--- src/rtl/subvec_assembler_if.sv ---
`default_nettype none
// ============================================================================
//  Module   : subvec_assembler_if
//  Brief    : Sub-vector input stream and assembled-vector output bundle.
//             The slave modport is the assembler's view, the master modport
//             is the view of the block driving it (upstream + downstream).
//  Revision : 1.0  initial release
// ============================================================================
interface subvec_assembler_if #(
  parameter int VECTOR_WIDTH = 920,
  parameter int BUS_WIDTH    = 128,
  parameter int VEC_ID_WIDTH = 16,
  parameter int CNT_WIDTH    = $clog2(VECTOR_WIDTH)
);
  logic [BUS_WIDTH-1:0]    up_SubVector;
  logic [VEC_ID_WIDTH-1:0] up_ID;
  logic                    up_Valid;
  logic [CNT_WIDTH-1:0]    up_Cnt;
  logic                    up_CntNew;
  logic                    up_Last;
  logic                    up_Ready;
  logic [VECTOR_WIDTH-1:0] dn_Vector;
  logic [VEC_ID_WIDTH-1:0] dn_ID;
  logic [CNT_WIDTH-1:0]    dn_Cnt;
  logic                    dn_Last;
  logic                    dn_Valid;
  logic                    dn_Ready;
  logic                    err_Frame;

  modport slave (
    input  up_SubVector, up_ID, up_Valid, up_Cnt, up_CntNew, up_Last, dn_Ready,
    output up_Ready, dn_Vector, dn_ID, dn_Cnt, dn_Last, dn_Valid, err_Frame
  );

  modport master (
    output up_SubVector, up_ID, up_Valid, up_Cnt, up_CntNew, up_Last, dn_Ready,
    input  up_Ready, dn_Vector, dn_ID, dn_Cnt, dn_Last, dn_Valid, err_Frame
  );
endinterface
`default_nettype wire

--- src/rtl/subvec_assembler.sv ---
`default_nettype none
// ============================================================================
//  Module   : subvec_assembler
//  Brief    : Reassembles BUS_WIDTH sub-vector words into full VECTOR_WIDTH
//             vectors with ID and ones-count; double-buffered so one vector
//             assembles while the previous one waits at the output.
//  Revision : 1.0  initial release
// ============================================================================
module subvec_assembler #(
  parameter int VECTOR_WIDTH = 920,
  parameter int BUS_WIDTH    = 128,
  parameter int VEC_ID_WIDTH = 16,
  parameter int CNT_WIDTH    = $clog2(VECTOR_WIDTH)
) (
  input  logic               clk,
  input  logic               rstn,
  subvec_assembler_if.slave  bus
);

  localparam int c_SUB_NO    = (VECTOR_WIDTH + BUS_WIDTH - 1) / BUS_WIDTH;
  localparam int c_LAST_BITS = VECTOR_WIDTH - (c_SUB_NO - 1) * BUS_WIDTH;
  localparam int c_CW        = (c_SUB_NO > 1) ? $clog2(c_SUB_NO) : 1;
  localparam logic [c_CW-1:0] c_LAST_IDX = c_CW'(c_SUB_NO - 1);

  localparam logic [0:0] c_S_EMPTY = 1'b0;
  localparam logic [0:0] c_S_HOLD  = 1'b1;

  // assembly buffer
  logic [c_CW-1:0]         r_wcnt;
  logic [VECTOR_WIDTH-1:0] r_asm;
  logic [VEC_ID_WIDTH-1:0] r_asm_id;
  logic [CNT_WIDTH-1:0]    r_asm_cnt;
  logic                    r_asm_last;
  logic                    r_full;

  // output stage
  logic [0:0]              r_state;
  logic [VECTOR_WIDTH-1:0] r_dn_vector;
  logic [VEC_ID_WIDTH-1:0] r_dn_id;
  logic [CNT_WIDTH-1:0]    r_dn_cnt;
  logic                    r_dn_last;
  logic                    r_err;

  logic                    w_drain;
  logic                    w_accept;
  logic                    w_close;
  logic                    w_first;
  logic                    w_at_last;
  logic                    w_wr;
  logic                    w_frame_bad;
  logic [VECTOR_WIDTH-1:0] w_asm_next;
  logic [VEC_ID_WIDTH-1:0] w_id_next;

  assign w_drain   = (r_state == c_S_HOLD) && bus.dn_Ready;
  assign bus.up_Ready = !(r_full && !w_drain);
  assign w_accept  = bus.up_Valid && bus.up_Ready;
  assign w_close   = w_accept && bus.up_CntNew;
  assign w_first   = (r_wcnt == '0);
  assign w_at_last = (r_wcnt == c_LAST_IDX);
  // A non-closing word beyond the last slot is dropped rather than written.
  assign w_wr      = w_accept && !(w_at_last && !bus.up_CntNew);
  assign w_id_next = w_first ? bus.up_ID : r_asm_id;

  assign w_frame_bad = w_accept && (
                         ( bus.up_CntNew && !w_at_last) ||
                         (!bus.up_CntNew &&  w_at_last) ||
                         (!w_first && (bus.up_ID != r_asm_id)));

  // Next assembly image: clear on a vector's first word, then drop the word
  // into its slot (last slot keeps only the bits that fit the vector).
  always_comb begin
    w_asm_next = w_first ? '0 : r_asm;
    for (int k = 0; k < c_SUB_NO - 1; k++) begin
      if (r_wcnt == c_CW'(k)) begin
        w_asm_next[k*BUS_WIDTH +: BUS_WIDTH] = bus.up_SubVector;
      end
    end
    if (w_at_last) begin
      w_asm_next[VECTOR_WIDTH-1 -: c_LAST_BITS] = bus.up_SubVector[c_LAST_BITS-1:0];
    end
  end

  // Word counter and assembly buffer update.
  always_ff @(posedge clk or negedge rstn) begin
    if (!rstn) begin
      r_wcnt     <= '0;
      r_asm      <= '0;
      r_asm_id   <= '0;
      r_asm_cnt  <= '0;
      r_asm_last <= 1'b0;
    end else begin
      if (w_accept) begin
        if (bus.up_CntNew) begin
          r_wcnt <= '0;
        end else if (!w_at_last) begin
          r_wcnt <= r_wcnt + 1'b1;
        end
      end
      if (w_wr) begin
        r_asm    <= w_asm_next;
        r_asm_id <= w_id_next;
      end
      if (w_close) begin
        r_asm_cnt  <= bus.up_Cnt;
        r_asm_last <= bus.up_Last;
      end
    end
  end

  // Output stage: load a waiting vector first, else one closing this cycle;
  // a close while the output is stuck parks the vector in assembly.
  always_ff @(posedge clk or negedge rstn) begin
    if (!rstn) begin
      r_state     <= c_S_EMPTY;
      r_full      <= 1'b0;
      r_dn_vector <= '0;
      r_dn_id     <= '0;
      r_dn_cnt    <= '0;
      r_dn_last   <= 1'b0;
    end else if ((r_state == c_S_EMPTY) || w_drain) begin
      if (r_full) begin
        r_state     <= c_S_HOLD;
        r_full      <= w_close;
        r_dn_vector <= r_asm;
        r_dn_id     <= r_asm_id;
        r_dn_cnt    <= r_asm_cnt;
        r_dn_last   <= r_asm_last;
      end else if (w_close) begin
        r_state     <= c_S_HOLD;
        r_dn_vector <= w_asm_next;
        r_dn_id     <= w_id_next;
        r_dn_cnt    <= bus.up_Cnt;
        r_dn_last   <= bus.up_Last;
      end else begin
        r_state <= c_S_EMPTY;
      end
    end else if (w_close) begin
      r_full <= 1'b1;
    end
  end

  // Sticky framing error.
  always_ff @(posedge clk or negedge rstn) begin
    if (!rstn) begin
      r_err <= 1'b0;
    end else if (w_frame_bad) begin
      r_err <= 1'b1;
    end
  end

  assign bus.dn_Valid  = (r_state == c_S_HOLD);
  assign bus.dn_Vector = r_dn_vector;
  assign bus.dn_ID     = r_dn_id;
  assign bus.dn_Cnt    = r_dn_cnt;
  assign bus.dn_Last   = r_dn_last;
  assign bus.err_Frame = r_err;

endmodule
`default_nettype wire

--- src/flat_wrapper.sv ---
// flat-port wrapper written by rule: the top's interface ports become plain ports
module subvec_assembler_flat 
#(
  parameter int VECTOR_WIDTH = 920,
  parameter int BUS_WIDTH    = 128,
  parameter int VEC_ID_WIDTH = 16,
  parameter int CNT_WIDTH    = $clog2(VECTOR_WIDTH)
)
  (clk, rstn, bus_up_SubVector, bus_up_ID, bus_up_Valid, bus_up_Cnt, bus_up_CntNew, bus_up_Last, bus_dn_Ready, bus_up_Ready, bus_dn_Vector, bus_dn_ID, bus_dn_Cnt, bus_dn_Last, bus_dn_Valid, bus_err_Frame);
  subvec_assembler_if #(.VECTOR_WIDTH(VECTOR_WIDTH), .BUS_WIDTH(BUS_WIDTH), .VEC_ID_WIDTH(VEC_ID_WIDTH), .CNT_WIDTH(CNT_WIDTH)) bus_i ();
  input  logic clk;
  input  logic rstn;
  input wire logic [$bits(bus_i.up_SubVector)-1:0] bus_up_SubVector;
  input wire logic [$bits(bus_i.up_ID)-1:0] bus_up_ID;
  input wire logic [$bits(bus_i.up_Valid)-1:0] bus_up_Valid;
  input wire logic [$bits(bus_i.up_Cnt)-1:0] bus_up_Cnt;
  input wire logic [$bits(bus_i.up_CntNew)-1:0] bus_up_CntNew;
  input wire logic [$bits(bus_i.up_Last)-1:0] bus_up_Last;
  input wire logic [$bits(bus_i.dn_Ready)-1:0] bus_dn_Ready;
  output wire logic [$bits(bus_i.up_Ready)-1:0] bus_up_Ready;
  output wire logic [$bits(bus_i.dn_Vector)-1:0] bus_dn_Vector;
  output wire logic [$bits(bus_i.dn_ID)-1:0] bus_dn_ID;
  output wire logic [$bits(bus_i.dn_Cnt)-1:0] bus_dn_Cnt;
  output wire logic [$bits(bus_i.dn_Last)-1:0] bus_dn_Last;
  output wire logic [$bits(bus_i.dn_Valid)-1:0] bus_dn_Valid;
  output wire logic [$bits(bus_i.err_Frame)-1:0] bus_err_Frame;
  assign bus_i.up_SubVector = bus_up_SubVector;
  assign bus_i.up_ID = bus_up_ID;
  assign bus_i.up_Valid = bus_up_Valid;
  assign bus_i.up_Cnt = bus_up_Cnt;
  assign bus_i.up_CntNew = bus_up_CntNew;
  assign bus_i.up_Last = bus_up_Last;
  assign bus_i.dn_Ready = bus_dn_Ready;
  assign bus_up_Ready = bus_i.up_Ready;
  assign bus_dn_Vector = bus_i.dn_Vector;
  assign bus_dn_ID = bus_i.dn_ID;
  assign bus_dn_Cnt = bus_i.dn_Cnt;
  assign bus_dn_Last = bus_i.dn_Last;
  assign bus_dn_Valid = bus_i.dn_Valid;
  assign bus_err_Frame = bus_i.err_Frame;
  subvec_assembler #(.VECTOR_WIDTH(VECTOR_WIDTH), .BUS_WIDTH(BUS_WIDTH), .VEC_ID_WIDTH(VEC_ID_WIDTH), .CNT_WIDTH(CNT_WIDTH)) u_core (.clk(clk), .rstn(rstn), .bus(bus_i));
endmodule
--- config.mk ---
export PLATFORM = sky130hd
export DESIGN_NAME = subvec_assembler_flat
export DESIGN_NICKNAME = d
export VERILOG_FILES = /design/src/rtl/subvec_assembler_if.sv /design/src/rtl/subvec_assembler.sv /design/src/flat_wrapper.sv
export SDC_FILE = /design/constraint.sdc
export NUM_CORES = 2
export LEC_CHECK = 0
export CORE_UTILIZATION = 31
export DETAILED_ROUTE_END_ITERATION = 16
export PLACE_DENSITY = 0.58
export SKIP_LAST_GASP = 1
export SLEW_MARGIN = 25
export SYNTH_ARGS = -nofsm -noshare
export SYNTH_HDL_FRONTEND = slang
export SYNTH_SLANG_ARGS = --single-unit
--- constraint.sdc ---
create_clock -name clk -period 2.9 [get_ports clk]
set_input_delay 0.435 -clock clk [delete_from_list [all_inputs] [get_ports clk]]
set_output_delay 0.435 -clock clk [all_outputs]
set_load 0.05 [all_outputs]
==> summary.md <==
| Metric | Value |
|---|---|
| Status | `finished, final reports clean` |
| TritonRoute pass-1 iters | `6` |
| Post-synth EDFFs | `0` |
| # DRC | `0` |
| Syn Inst Count | `6936` |
| Most common cell after layout, fill and taps aside | `dfrtp_1` |
| Highest-count cells in the layout ignoring fill and taps | `1898 x dfrtp_1, 1096 x clkdlybuf4s50_1, 949 x nor2_1, 820 x a21oi_1, 664 x a22o_1` |
| CTS tree | `built` |
| Slew Limit Fails | `0` |
| Layout Nets | `8017` |
| First-pass GRT wire length | `425300 um` |
| I/O pin cnt | `1110` |
| Leak | `42.12 nW` |
| CTS Sinks | `1900` |
| Flop and latch count out of synthesis | `1900` |
| Fill cell count | `23520` |
| Htree depth | `4` |
| Post-synthesis xor/xnor area fraction | `0.1821%` |
| Yosys cell types | `41` |
| Die area | `250200 um^2` |
| Clock buffer count from CTS | `201` |
| Top-area cell type share of the netlist area | `61.78%` |
| Crit end category | `flip-flop` |
| Post-DR wirelength/cell | `25.65 um` |
| Vias in the first global route | `60830` |
| Reg clk slew, reported paths | `60 ps` |
| WP buf/inv | `3` |
| Antenna violations before repair | `7` |
| Rows | `182` |
| Synthesized cell area | `76960 um^2` |
| Crit-path slowest cell | `or3_1` |
| Power Dens Cells | `1062 nW/um^2` |
| Placed cell count | `10960` |
| Critical path fanouts, max | `48` |
| Final Hold Vio Count | `0` |
| Fmax | `358.9 MHz` |
| Synthesized Nets | `7103` |
| Max VDD drop | `0.8284 mV` |
| Required time worst endpoint | `3670 ps` |
| Ys flop type | `dfrtp_1` |
| CP peak stage delay | `460 ps` |
| Synth area leaders | `dfrtp_1 62%, a22o_1 7.6%, a22oi_1 6.5%` |
| Max-Cap Viols | `0` |
| Avg Inst Size Synth | `11.10 um^2` |
| Area grow syn2layout | `30.13%` |
| Cell taking the most area after synthesis | `dfrtp_1` |
| Core ar. | `246400 um^2` |
| DRC marker count from the first detailed-route iteration | `5845` |
| CP Cell Sequence | `ha_1 > ha_1 > ha_1 > or3_1 > buf_4 > nor2_4 > buf_12 > buf_12 > a22o_1` |
| Port Buffer Count | `1109` |
| Die Wd | `500.2 um` |
| RSZ-0062 raised after global routing | `false` |
| Post-synthesis compound-gate area fraction | `21.37%` |
| Most frequent CP cell | `ha_1` |
| Crit-path leading delay family | `buffers and inverters` |
| Power consumption | `106.4 mW` |
| Synth Area in Adders | `0.1268%` |
| Final worst path period share | `96.07%` |
| Initial Util | `31.23%` |
| Vias/cell | `5.408` |
| HP Class | `input port to asynchronous set/reset pin` |
| Setup Skew | `57.90 ps` |
| Register area share after synthesis | `61.78%` |
| Synth Area in Simple Gates | `7.687%` |
| Synth warn | `0` |
| Post-CTS Setup Bufs | `0` |
| Worst slew margin | `24.44%` |
| HPWL after detailed placement | `195800 um` |
| Placer Congestion | `0.8219` |
| Crit path DAT | `3560 ps` |
| Async SR Flop Fraction | `100.0%` |
| Final core utilization | `40.64%` |
| Largest family of logic cells by synthesized area | `compound AO/OA/AOI/OAI gates` |
| WL final | `290500 um` |
| Setup CP Type | `flip-flop to flip-flop` |
| Startpoint types | `flip-flop` |
| Layout cells sized above 1 | `10.62%` |
| # setup viols final | `0` |
| Post-DRT Antenna Nets | `0` |
| Vias | `61240` |
| CTS Buffer Depth | `3` |
| Mux cell area share after synthesis | `4.333%` |
| Clk_lat worst skew | `860 ps` |
| Grt ovf | `0` |
| Slew @ Worst Pin | `1133 ps` |
| CTS Root Cell | `clkbuf_16` |
| Largest net degree at the start of global routing | `117` |
| Tmin final | `2786 ps` |
| Fin Hold WS | `133.1 ps` |
| Die height | `500.2 um` |
| Gr usage total | `22.68%` |
| Non-Filler Instances | `11330` |
per-stage QoR:
step | setup slack (ps) | instance area (um^2) | TNS (ps)
after CTS | 13.93 | 100100 | 0
after global routing | 32.96 | 100100 | 0
after floorplan | 523.1 | 76960 | 0
after detailed placement | -162.6 | 93280 | -10150
final | 113.9 | 100100 | 0
after global placement | -196.3 | 93280 | -14060
path summary, 6_finish.rpt:
| path | from | endpoint | slack [ps] | depth (start not counted) |
|---|---|---|---|---|
| setup / recovery | u_core.r_wcnt[1]$_DFFE_PN0P_ | u_core.r_asm[189]$_DFFE_PN0P_ | 110 | 9 |
| hold reg to reg | u_core.r_asm[589]$_DFFE_PN0P_ | u_core.r_asm[589]$_DFFE_PN0P_ | 480 | 2 |
| hold / removal | rstn | u_core.bus.dn_Vector[118]$_DFFE_PN0P_ | 130 | 2 |
| min in group clk | bus_up_Cnt[2] | u_core.r_asm_cnt[2]$_DFFE_PN0P_ | 220 | 2 |
| setup reg to reg | u_core.r_wcnt[1]$_DFFE_PN0P_ | u_core.r_asm[189]$_DFFE_PN0P_ | 110 | 9 |
| max in group asynchronous | rstn | u_core.bus.dn_Vector[493]$_DFFE_PN0P_ | 1370 | 3 |
power breakdown:
group,internal [mW],switching [mW]
logic,13.3,28.0
clock network,15.3,11.3
registers,33.0,5.51
cell type report:
| type | instances | area [um^2] | share of cell area [%] |
|---|---|---|---|
| flip-flops and latches | 1900 | 47550 | 47.48 |
| multi-input cells | 4260 | 26130 | 26.10 |
| repair buffers | 1481 | 15440 | 15.41 |
| clock buffers | 293 | 5946 | 5.937 |
| well taps | 3312 | 4144 | 4.138 |
| clock inverters | 71 | 905.9 | 0.9046 |
| inverters | 6 | 22.52 | 0.02249 |
| diodes | 2 | 5.005 | 0.004998 |
registers in the layout, indices dropped and copies added, names as in the netlist, 3 cells and up:
signal	flops
u_core.bus.dn_Vector	920
u_core.bus.dn_Cnt	10
u_core.bus.dn_ID	16
u_core.r_wcnt	3
u_core.r_asm	920
u_core.r_asm_id	16
u_core.r_asm_cnt	10
cells in the mapped netlist, drive strengths merged, types with 2 or more instances:
master / n
or3: 3
o21bai: 2
a22oi: 662
o21ai: 137
nor2: 960
nand2b: 4
mux2i: 155
dfrtp: 1900
a32oi: 2
nand2: 392
nor2b: 8
mux2: 155
a22o: 664
nor3: 3
a21oi: 820
nand3: 129
inv: 6
a31oi: 128
buf: 350
xor2: 16
a21o: 2
and2: 2
nor4: 4
ha: 7
clkbuf: 420
worst reg2reg max path: stages, from the launching register on:
cell and delay (ps):
dfrtp_1 430, ha_1 230, ha_1 230, ha_1 210, or3_1 460, buf_4 230
nor2_4 110, buf_12 240, buf_12 300, a22o_1 270
routing by layer:
| layer | vias to the layer above | part of all wire, % | global-route usage (%) |
|---|---|---|---|
| met5 | - | 0.0089 | 0 |
| met2 | 2754 | 45 | 34.40 |
| met3 | 443 | 8.3 | 5.240 |
| met4 | 4 | 4.3 | 9.471 |
| li1 | 26660 | - | - |
| met1 | 31380 | 43 | 31.01 |
cell families after synthesis:
| kind of cell | after synthesis |
|---|---|
| xor+xnor | 16 |
| flops | 1900 |
| mux | 310 |
| buf+inv | 776 |
| fa+ha+maj | 8 |
| compound gates | 2419 |
| simple gates | 1507 |
what timing repair did:
item / 4_1_cts / 5_1_grt
hold endpoints to repair: 161 / 0
endpoints found under the setup margin: 1 / 0
resized for setup: 1 / 0
hold buffers: 1 / 0
No activity file was read; power rests on OpenSTA's default activity.
